`src/rtl/uma_grant_decoder.sv`:
```
// Grant side of the UMA priority-encoder pair: registered one-hot grant with turnaround.
// Latency 1 edge from request to grant; optional forced release under UMA_GRANT_TIMEOUT_EN.
module uma_grant_decoder #(
  parameter int WIDTH       = 8,
  parameter int IDX_W       = 3,
  parameter int TURN_CYCLES = 1,
  parameter int TIMEOUT     = 255
) (
  input  logic             clk,
  input  logic             rst_n,
  output logic             enc_enable_n,
  input  logic             req_valid,
  input  logic [IDX_W-1:0] req_index,
  input  logic [WIDTH-1:0] release_i,
  output logic [WIDTH-1:0] grant,
  output logic [IDX_W-1:0] grant_index,
  output logic             busy,
  output logic             timeout_err
);

  typedef enum logic [1:0] {
    S_IDLE  = 2'd0,
    S_GRANT = 2'd1,
    S_TURN  = 2'd2
  } state_t;

  generate
    if (TURN_CYCLES < 1 || TURN_CYCLES > 15 || TIMEOUT < 1 || TIMEOUT > 255) begin : g_bad_param
      $error("uma_grant_decoder: TURN_CYCLES must be 1..15 and TIMEOUT 1..255");
    end
  endgenerate

  state_t     state;
  logic [3:0] turn_cnt;
  logic       req_ok;
  logic       rel_hit;
  logic       to_hit;
  logic       rel_evt;

  // Non-power-of-two WIDTH can present an index with no master behind it.
  assign req_ok  = req_valid && (int'(req_index) < WIDTH);
  assign rel_hit = release_i[grant_index];
  assign rel_evt = rel_hit || to_hit;

`ifdef UMA_GRANT_TIMEOUT_EN
  logic [7:0] to_cnt;

  assign to_hit = (state == S_GRANT) && (to_cnt == 8'(TIMEOUT - 1));

  always_ff @(posedge clk or negedge rst_n) begin
    if (!rst_n) begin
      to_cnt      <= '0;
      timeout_err <= 1'b0;
    end else begin
      to_cnt      <= (state == S_GRANT) ? to_cnt + 8'd1 : 8'd0;
      // A genuine release on the same edge wins; only a forced release flags an error.
      timeout_err <= to_hit && !rel_hit;
    end
  end
`else
  assign to_hit      = 1'b0;
  assign timeout_err = 1'b0;
`endif

  always_ff @(posedge clk or negedge rst_n) begin
    if (!rst_n) begin
      state        <= S_IDLE;
      grant        <= '0;
      grant_index  <= '0;
      busy         <= 1'b0;
      enc_enable_n <= 1'b0;
      turn_cnt     <= '0;
    end else begin
      case (state)
        S_IDLE: begin
          if (req_ok) begin
            grant        <= WIDTH'(1) << req_index;
            grant_index  <= req_index;
            busy         <= 1'b1;
            enc_enable_n <= 1'b1;
            state        <= S_GRANT;
          end
        end
        S_GRANT: begin
          if (rel_evt) begin
            grant    <= '0;
            turn_cnt <= 4'(TURN_CYCLES - 1);
            state    <= S_TURN;
          end
        end
        S_TURN: begin
          if (turn_cnt == 4'd0) begin
            busy         <= 1'b0;
            enc_enable_n <= 1'b0;
            state        <= S_IDLE;
          end else begin
            turn_cnt <= turn_cnt - 4'd1;
          end
        end
        default: state <= S_IDLE;
      endcase
    end
  end

endmodule

```
`config.mk`:
```
export PLATFORM = sky130hd
export DESIGN_NAME = uma_grant_decoder
export DESIGN_NICKNAME = d
export VERILOG_FILES = /design/src/rtl/uma_grant_decoder.sv
export SDC_FILE = /design/constraint.sdc
export NUM_CORES = 1
export LEC_CHECK = 0
export ABC_AREA = 1
export CORE_MARGIN = 10
export CORE_UTILIZATION = 40
export CTS_CLUSTER_DIAMETER = 60
export DETAILED_ROUTE_END_ITERATION = 8
export PLACE_DENSITY_LB_ADDON = 0.2
export SLEW_MARGIN = 20
export SYNTH_ARGS = -nofsm -noshare
export SYNTH_HDL_FRONTEND = slang
export SYNTH_SLANG_ARGS = --single-unit
```
`constraint.sdc`:
```
create_clock -name clk -period 3.2 [get_ports clk]
set_clock_uncertainty 0.05 [all_clocks]
set_input_delay 0.32 -clock clk [delete_from_list [all_inputs] [get_ports clk]]
set_output_delay 0.32 -clock clk [all_outputs]
set_load 0.05 [all_outputs]
```
# Yosys cells after proc, flatten, opt, wreduce, memory -nomap -nowiden
# Cells that the tools add are included.
dict set report totals {
  out_inout_bits 14
  in_bits 14
  word_cells 39
  register_bits 18
}
dict set report op_classes {
  muxes 15
  n_shift 1
  reduce_logical 10
  add_sub_neg 1
  order_cmp 1
  eq_ne 6
}
# op count
set ops {}
lappend ops {{8-bit two-way mux} 2}
lappend ops {{8-bit case mux with 2 select lines} 1}
lappend ops {{3-bit AND reduction} 4}
lappend ops {{4-bit two-way mux} 2}
lappend ops {{2-bit != test, second input constant} 4}
lappend ops {{4-bit case mux with 2 select lines} 1}
lappend ops {{1-bit by 3-bit left shift with 8-bit output, first input constant} 1}
lappend ops {{2-bit two-way mux} 3}
lappend ops {{2-bit case mux with 3 select lines} 1}
lappend ops {{2-bit nonzero test} 3}
lappend ops {{4-bit zero test} 1}
lappend ops {{3-bit by 4-bit < comparator with 1-bit output, second input constant} 1}
lappend ops {{4-bit by 1-bit subtractor with 4-bit output, second input constant} 1}
lappend ops {{1-bit binary-select mux with 3-bit select} 1}
lappend ops {{1-bit two-way mux} 3}
lappend ops {{2-bit by 1-bit equality test with 1-bit output, second input constant} 1}
lappend ops {{2-bit equality test, second input constant} 1}
lappend ops {{2-bit zero test} 1}
lappend ops {{1-bit case mux with 2 select lines} 1}
lappend ops {{2-bit AND reduction} 1}

# Logic depth before layout (Yosys ltp)
# Gate-level depths: netlist of the first run.
dict set report depth {
  word_depth 4
  ltp_mapped 8
  mapped_depth_nobuf 8
}

# Worst setup path after synthesis of the first run
# No wires, ideal clock.
dict set report synth_timing {
  path_kind {register -> register}
  start {register grant_index[0]}
  end {register grant[0]}
  period_less_slack_ns 1.626
  t_arrival_ns 1.510
  n_path_buf 1
  setup_time_ns 0.067
  path_stages_with_launch 9
  required_time_ns 3.083
  path_slack_ns 1.574
  path_cell_list {dfrtp_1 > inv_2 > or2_0 > nand2_1 > nand3_2 > nand3_2 > buf_6 > nand3_1 > nand2_1}
}
dict set report synth_between {
  elab_chain_cells 4
}
# element line
set synth_rtl {}
lappend synth_rtl {{from (decl)} 16} ;# output logic [IDX_W-1:0] grant_index,
lappend synth_rtl {{from (signal assigned)} 78} ;# grant_index <= req_index;
lappend synth_rtl {{1-bit binary-select mux with 3-bit select} 42} ;# assign rel_hit = release_i[grant_index];
lappend synth_rtl {{1-bit two-way mux (not written as such)} 42}
lappend synth_rtl {{2-bit != test (no line)} n/a}
lappend synth_rtl {{3-bit AND reduction (no line)} n/a}
lappend synth_rtl {{to (signal assigned)} 77} ;# grant <= WIDTH'(1) << req_index;
lappend synth_rtl {{to (decl)} 15} ;# output logic [WIDTH-1:0] grant,
# No other way between the ends. The select of a mux whose other input is x is not followed.
# A chain may end at the register's enable or synchronous reset.

# Final worst setup path of the first run
dict set report layout_timing {
  start {register grant_index[0]}
  end {output port grant_index[0]}
}
# No word-level cell between the ends.

==> results by group, run 1 <==
STA
  • RSZ-0062 raised after global routing: false
  • Worst hold slack: 0.4334 ns
  • Post-route clock period utilization: 62.17%
  • Max-slew violations: 0
  • Fmax: 502.6 MHz
  • TNS Setup: 0 ns
  • Tmin final: 1.990 ns
  • Hold Violations, Final: 0
  • Fin worst setup slack: about 1.2 ns
  • Final setup violating endpoints: 0
  • Worst slew pin tran: 0.7981 ns
  • Rel. slew slack: 46.63%

Setup path
  • Cell family with most CP delay: buffers and inverters
  • R2R Setup Slk: 1.57 ns
  • CP Max Fanout: 7
  • Max incr delay on CP: roughly 0.85 ns
  • Worst Setup Start Kind: flop
  • Worst EP required: 2.83 ns
  • WP buf/inv: 1
  • Worst Path Arrival: 1.62 ns
  • Slowest cell on the critical path: clkdlybuf4s50_1
  • Critical-path cell list: clkdlybuf4s50_1
  • WS Path Type: flop to primary output
  • Element type at the critical path end: primary output

Placed design
  • Port bufs: 26
  • DP HPWL: 1771 um
  • Dpl cells: around 180
  • Placer Congestion: 0.9247
  • Pre-CTS setup slack: 1.366 ns

Power and ir drop
  • Worst vdd ir: about 0.00052 V
  • Power Internal: 0.0006192 W
  • Seq pwr share: roughly a third
  • PwrDens: 968.9 nW/um^2
  • Logic pwr share: 57.2%
  • Leakage: between 0.6 and 0.7 nW
  • Net Sw Frac: 50.07%
  • Clock Power Share: 11.4%
  • Net switching power: 0.0006210 W

CTS
  • Clk slew on worst S/H paths: approximately 0.11 ns
  • CTS tree: yes
  • CTS Sinks: 18
  • Clk_lat worst skew: 0.29 ns
  • Cts hold-fix bufs: 0
  • Deepest clock path buffer count: 2
  • Htree depth: 1
  • CTS buffer count: 3
  • Postcts setup bufs: 0
  • Resize count post-CTS: 0
  • CTS Root Cell: clkbuf_4

Global routing
  • GR Util met3: 3.566%
  • Global route overflow: 0
  • Met1 GRT Util: 10.34%
  • GRT Util Overall: 9.474%
  • GR peak layer: met2
  • Vias in the first global route: between 900 and 1000
  • Largest net degree at the start of global routing: 19
  • Global-route wire length before repair: 4050 um
  • Met2 Use GR: between 15 and 20%
  • Initial antenna violation count: 0

Floorplan
  • Die W: 69.49 um
  • Die height: 69.49 um
  • Core area: 2276 um^2
  • Initial Util: 43.05%
  • Die area: 4829 um^2
  • Top Ports: 28
  • Rows: 17

Route
  • Initial DRC count: 44
  • Post-DRT Antenna Nets: 0
  • DR WL/cell: 12.15 um
  • Drt pass-1 iters: 4
  • DR vias: 897
  • Number of vias per cell: approximately 4.8
  • Routed wire length: roughly 2300 um
  • DRC Markers: 0

Logic synthesis
  • Count of different cell masters after synthesis: 21
  • Synth Warn #: 0
  • Flops & latches, synth: 18
  • Yosys top cell area share: 45.98%
  • Synthesized cell area: 979.7 um^2
  • Syn Area/Cell: 7.311 um^2
  • Synth area leader: dfrtp_1
  • Syn Nets: 150
  • Ranking of synthesized cells by area: dfrtp_1 (46%), nand2_1 (18%), nand3_1 (7.7%)
  • Register area share after synthesis: 45.98%
  • Mapped Cells: 134

Finish
  • Fillers: 213
  • Syn-to-layout area delta: 30.65%
  • Area of the multi-input gates: 422.9 um^2
  • Final Non-Filler Cells: 188
  • FF/Latch Area: 450.4 um^2
  • Layout Utilization: a little under three fifths
  • Layout Nets: 177
  • Layout cells sized above 1: under 10%
  • Antenna Cells: 0

Outcome
  • Status: finished, final reports clean

Run
  • Max_cap viols: 0

Hold path
  • Worst hold path type: primary input to async pin
==> routing by layer <==
layer  part of all wire [%]  wire length (um)
met5                      0                 0
met4                   0.74                17
met3                    7.9               180
met2                     51              1155
met1                     41               932
==> layout by cell type, fill, tap and decap left out, types with 2 or more instances in the layout <==
cell,instances
nand3_1,15
clkdlybuf4s50_1,26
o21ai_1,3
inv_1,17
nor2_1,15
ha_1,2
nand2_1,46
dfrtp_1,18
nand3_2,2
inv_2,3
clkbuf_4,3
==> per-stage QoR <==
stage	cell area (um^2)	power (W)
finish	1280	0.001240
CTS	1280	0.001254
global route	1280	0.001339
detailed placement	1244	0.001109
floorplan	979.7	0.0009102
global placement	1244	0.001098
==> registers in the layout, summed over array words and instances, names as in the netlist <==
name and count:
grant 8, state 2, turn_cnt 4, busy 1
grant_index 3
==> layout make-up <==
cell class,instances,area share [%]
Timing Repair Buffer,26,20.33
Inverter,20,5.865
Tap cell,28,2.737
Sequential cell,18,35.19
Multi-Input combinational cell,92,33.04
Clock buffer,4,2.835
==> cells by family after synthesis <==
group / count (synthesis) / synth area share, %
simple gates: 83 / 36.27
buf+inv: 24 / 10.85
flops: 18 / 45.98
compound gates: 4 / 2.171
xor+xnor: 2 / 1.788
fa+ha+maj: 2 / 2.554
other cells: 1 / 0.3828
==> cells in the mapped netlist <==
cell       n
nand2_1   46
nor2_1    15
dfrtp_1   18
inv_2      3
xor2_1     1
or2_0      1
nand3_1   15
buf_6      1
buf_4      2
buf_2      1
or2_2      1
inv_1     17
nand3_2    2
o22ai_1    1
o21ai_1    3
ha_1       2
conb_1     1
xnor2_1    1
nor3_1     1
nand3b_1   1
nand2_2    1
==> power by group through the flow <==
stage          Combinational (W)  Sequential [W]  Clock [W]
6_report                0.000710        0.000389   0.000141
5_1_grt                 0.000781        0.000404   0.000154
4_1_cts                 0.000717        0.000390   0.000146
3_5_place_dp            0.000715        0.000394          0
3_3_place_gp            0.000706        0.000392          0
2_1_floorplan           0.000327        0.000583          0
==> worst paths after layout <==
path	start	endpoint	cells after the start
max	grant_index[0]$_DFFE_PN0P_	grant_index[0]	1
min	rst_n	state[0]$_DFFE_PN0P_	1
max reg2reg	grant_index[0]$_DFFE_PN0P_	grant[2]$_DFFE_PN0P_	8
min reg2reg	grant[0]$_DFFE_PN0P_	grant[0]$_DFFE_PN0P_	2
max in group asynchronous	rst_n	grant[6]$_DFFE_PN0P_	1
min in group clk	grant[0]$_DFFE_PN0P_	grant[0]$_DFFE_PN0P_	2
(Power assumes the default switching activity.)
==> inputs of run 2 (changes only) <==
- clock period: 3.2 -> 2 ns (I/O delays scaled with it)
==> run 2 against run 1 <==
Net effect: hold slack worse by 0.25 ns; critical path type unchanged; first-iteration DRC count fell by 2.3%; non-clock buffer count rose by 2; register-to-register slack got worse by 1.2 ns; critical endpoint unchanged; combinational power grew 61%; wire length shrank 2.6%.
==> results by group, run 2 (synthesis gave the netlist of run 1 again) <==
Outcome
  • Status: finished, final reports clean

STA
  • Rel. slew slack: ~66%
  • Fmax: 532.6 MHz
  • Final setup violating endpoints: 0
  • RSZ-0062 raised after global routing: false
  • Worst slew pin tran: between 0.5 and 0.6 ns
  • TNS Setup: 0 ns
  • Fin worst setup slack: 0.1223 ns
  • Post-route clock period utilization: 93.88%
  • Hold Violations, Final: 0
  • Tmin final: 1.878 ns
  • Max-slew violations: 0

CTS
  • Deepest clock path buffer count: 2
  • CTS tree: yes
  • Htree depth: 1
  • Postcts setup bufs: 0
  • CTS Sinks: 18
  • CTS buffer count: 3
  • Resize count post-CTS: 0
  • Cts hold-fix bufs: 0
  • CTS Root Cell: clkbuf_4
  • Clk_lat worst skew: 0.29 ns
  • Clk slew on worst S/H paths: 0.11 ns

Global routing
  • Global route overflow: 0
  • Largest net degree at the start of global routing: 19
  • Vias in the first global route: roughly 820
  • Global-route wire length before repair: 3760 um
  • Initial antenna violation count: 0
  • GRT Util Overall: 9.059%

Finish
  • Area of the multi-input gates: 422.9 um^2
  • FF/Latch Area: 450.4 um^2
  • Syn-to-layout area delta: 32.18%
  • Top Registers: grant x8, turn_cnt x4, grant_index x3
  • Layout cells sized above 1: 8.025%
  • Post-route cell area: ~1300 um^2
  • Number of flip-flops in the largest register: 8
  • Most frequent cells in the layout: nand2_1 (46), clkdlybuf4s50_1 (26), dfrtp_1 (18)
  • Most common cell after layout, fill and taps aside: nand2_1
  • Fillers: around 210
  • Final Non-Filler Cells: 190
  • Reg with most FFs: grant
  • Layout Nets: 179
  • Antenna Cells: 0

Setup path
  • Worst Setup Start Kind: flop
  • CP Max Fanout: 7
  • Element type at the critical path end: primary output
  • R2r worst-path depth: 8
  • WP depth: 1
  • Cell family with most CP delay: buffers and inverters
  • Worst Path Arrival: approximately 1.6 ns
  • Slowest cell on the critical path: clkdlybuf4s50_1
  • Worst EP required: around 1.8 ns
  • WP buf/inv: 1
  • Critical-path cell list: clkdlybuf4s50_1
  • Max incr delay on CP: ~0.85 ns
  • WS Path Type: flop to primary output

Power and ir drop
  • Worst vdd ir: 0.0007881 V
  • Leakage: between 0.6 and 0.7 nW
  • Tot Pwr: 0.001992 W
  • PwrDens: 1538 nW/um^2

Floorplan
  • Initial Util: 43.05%
  • Rows: 17
  • Die height: 69.49 um
  • Top Ports: 28
  • Core area: 2276 um^2
  • Die W: a little under 70 um
  • Die area: 4829 um^2

Hold path
  • Worst hold path type: primary input to async pin

Placed design
  • Dpl cells: approximately 190
  • Placer Congestion: 0.9130
  • Pre-CTS setup slack: 0.2981 ns
  • Port bufs: 26
  • Area post-placement: 1259 um^2
  • DP HPWL: ~1800 um

Route
  • Met3 WL: about 150 um
  • Number of vias per cell: 4.611
  • DRC Markers: 0
  • DR vias: 876
  • Post-DRT Antenna Nets: 0
  • Initial DRC count: between 40 and 50
  • Post-Route M1 WL: 942 um
  • Routed wire length: 2226 um
  • Met2 WL post-DR: about 1100 um
  • Drt pass-1 iters: 4
  • Top Layer Used: met4
  • DR WL/cell: 11.72 um

Run
  • Max_cap viols: 0
==> run 2: cell types whose count changed in the layout (fill, tap and decap cells not counted), sizes merged <==
cell / change
buf: +2
==> run 2: power breakdown <==
part	total [W]	switching (W)	internal, W
logic	0.00114	0.000756	0.000387
registers	0.000623	0.000121	0.000502
clock network	0.000226	0.000115	0.000111
total	0.00199	0.000992	0.00100
==> run 2: path summary, 6_finish.rpt <==
kind	start	endpoint	slack, ns
worst max-delay path	grant_index[0]$_DFFE_PN0P_	grant_index[0]	0.12
worst min-delay path	rst_n	state[0]$_DFFE_PN0P_	0.18
worst max register to register	grant_index[0]$_DFFE_PN0P_	grant[4]$_DFFE_PN0P_	0.38
worst min register to register	grant[0]$_DFFE_PN0P_	grant[0]$_DFFE_PN0P_	0.47
max in group asynchronous	rst_n	grant[1]$_DFFE_PN0P_	1.53
min in group clk	req_index[2]	grant_index[2]$_DFFE_PN0P_	0.45
==> run 2: layout make-up <==
cell class	count	area share, %
Inverter	20	5.797
Multi-Input combinational cell	92	32.66
Clock buffer	4	2.802
Sequential cell	18	34.78
Timing Repair Buffer	28	21.26
Tap cell	28	2.705
==> run 2: metrics by stage <==
| step | utilization [%] | hold slack (ns) |
|---|---|---|
| detailed placement | 55.31 | 0.4481 |
| global placement | 55.31 | 0.4492 |
| CTS | 56.90 | 0.1931 |
| finish | 56.90 | 0.1794 |
| global route | 56.90 | 0.2003 |
| floorplan | - | -0.1456 |
==> run 2: layer usage <==
metal  vias up  global-route usage, %
li1        460                      -
met1       399                  10.65
met2        15                  14.72
met3         2                  3.994
met4         0                  1.996
met5         -                      0
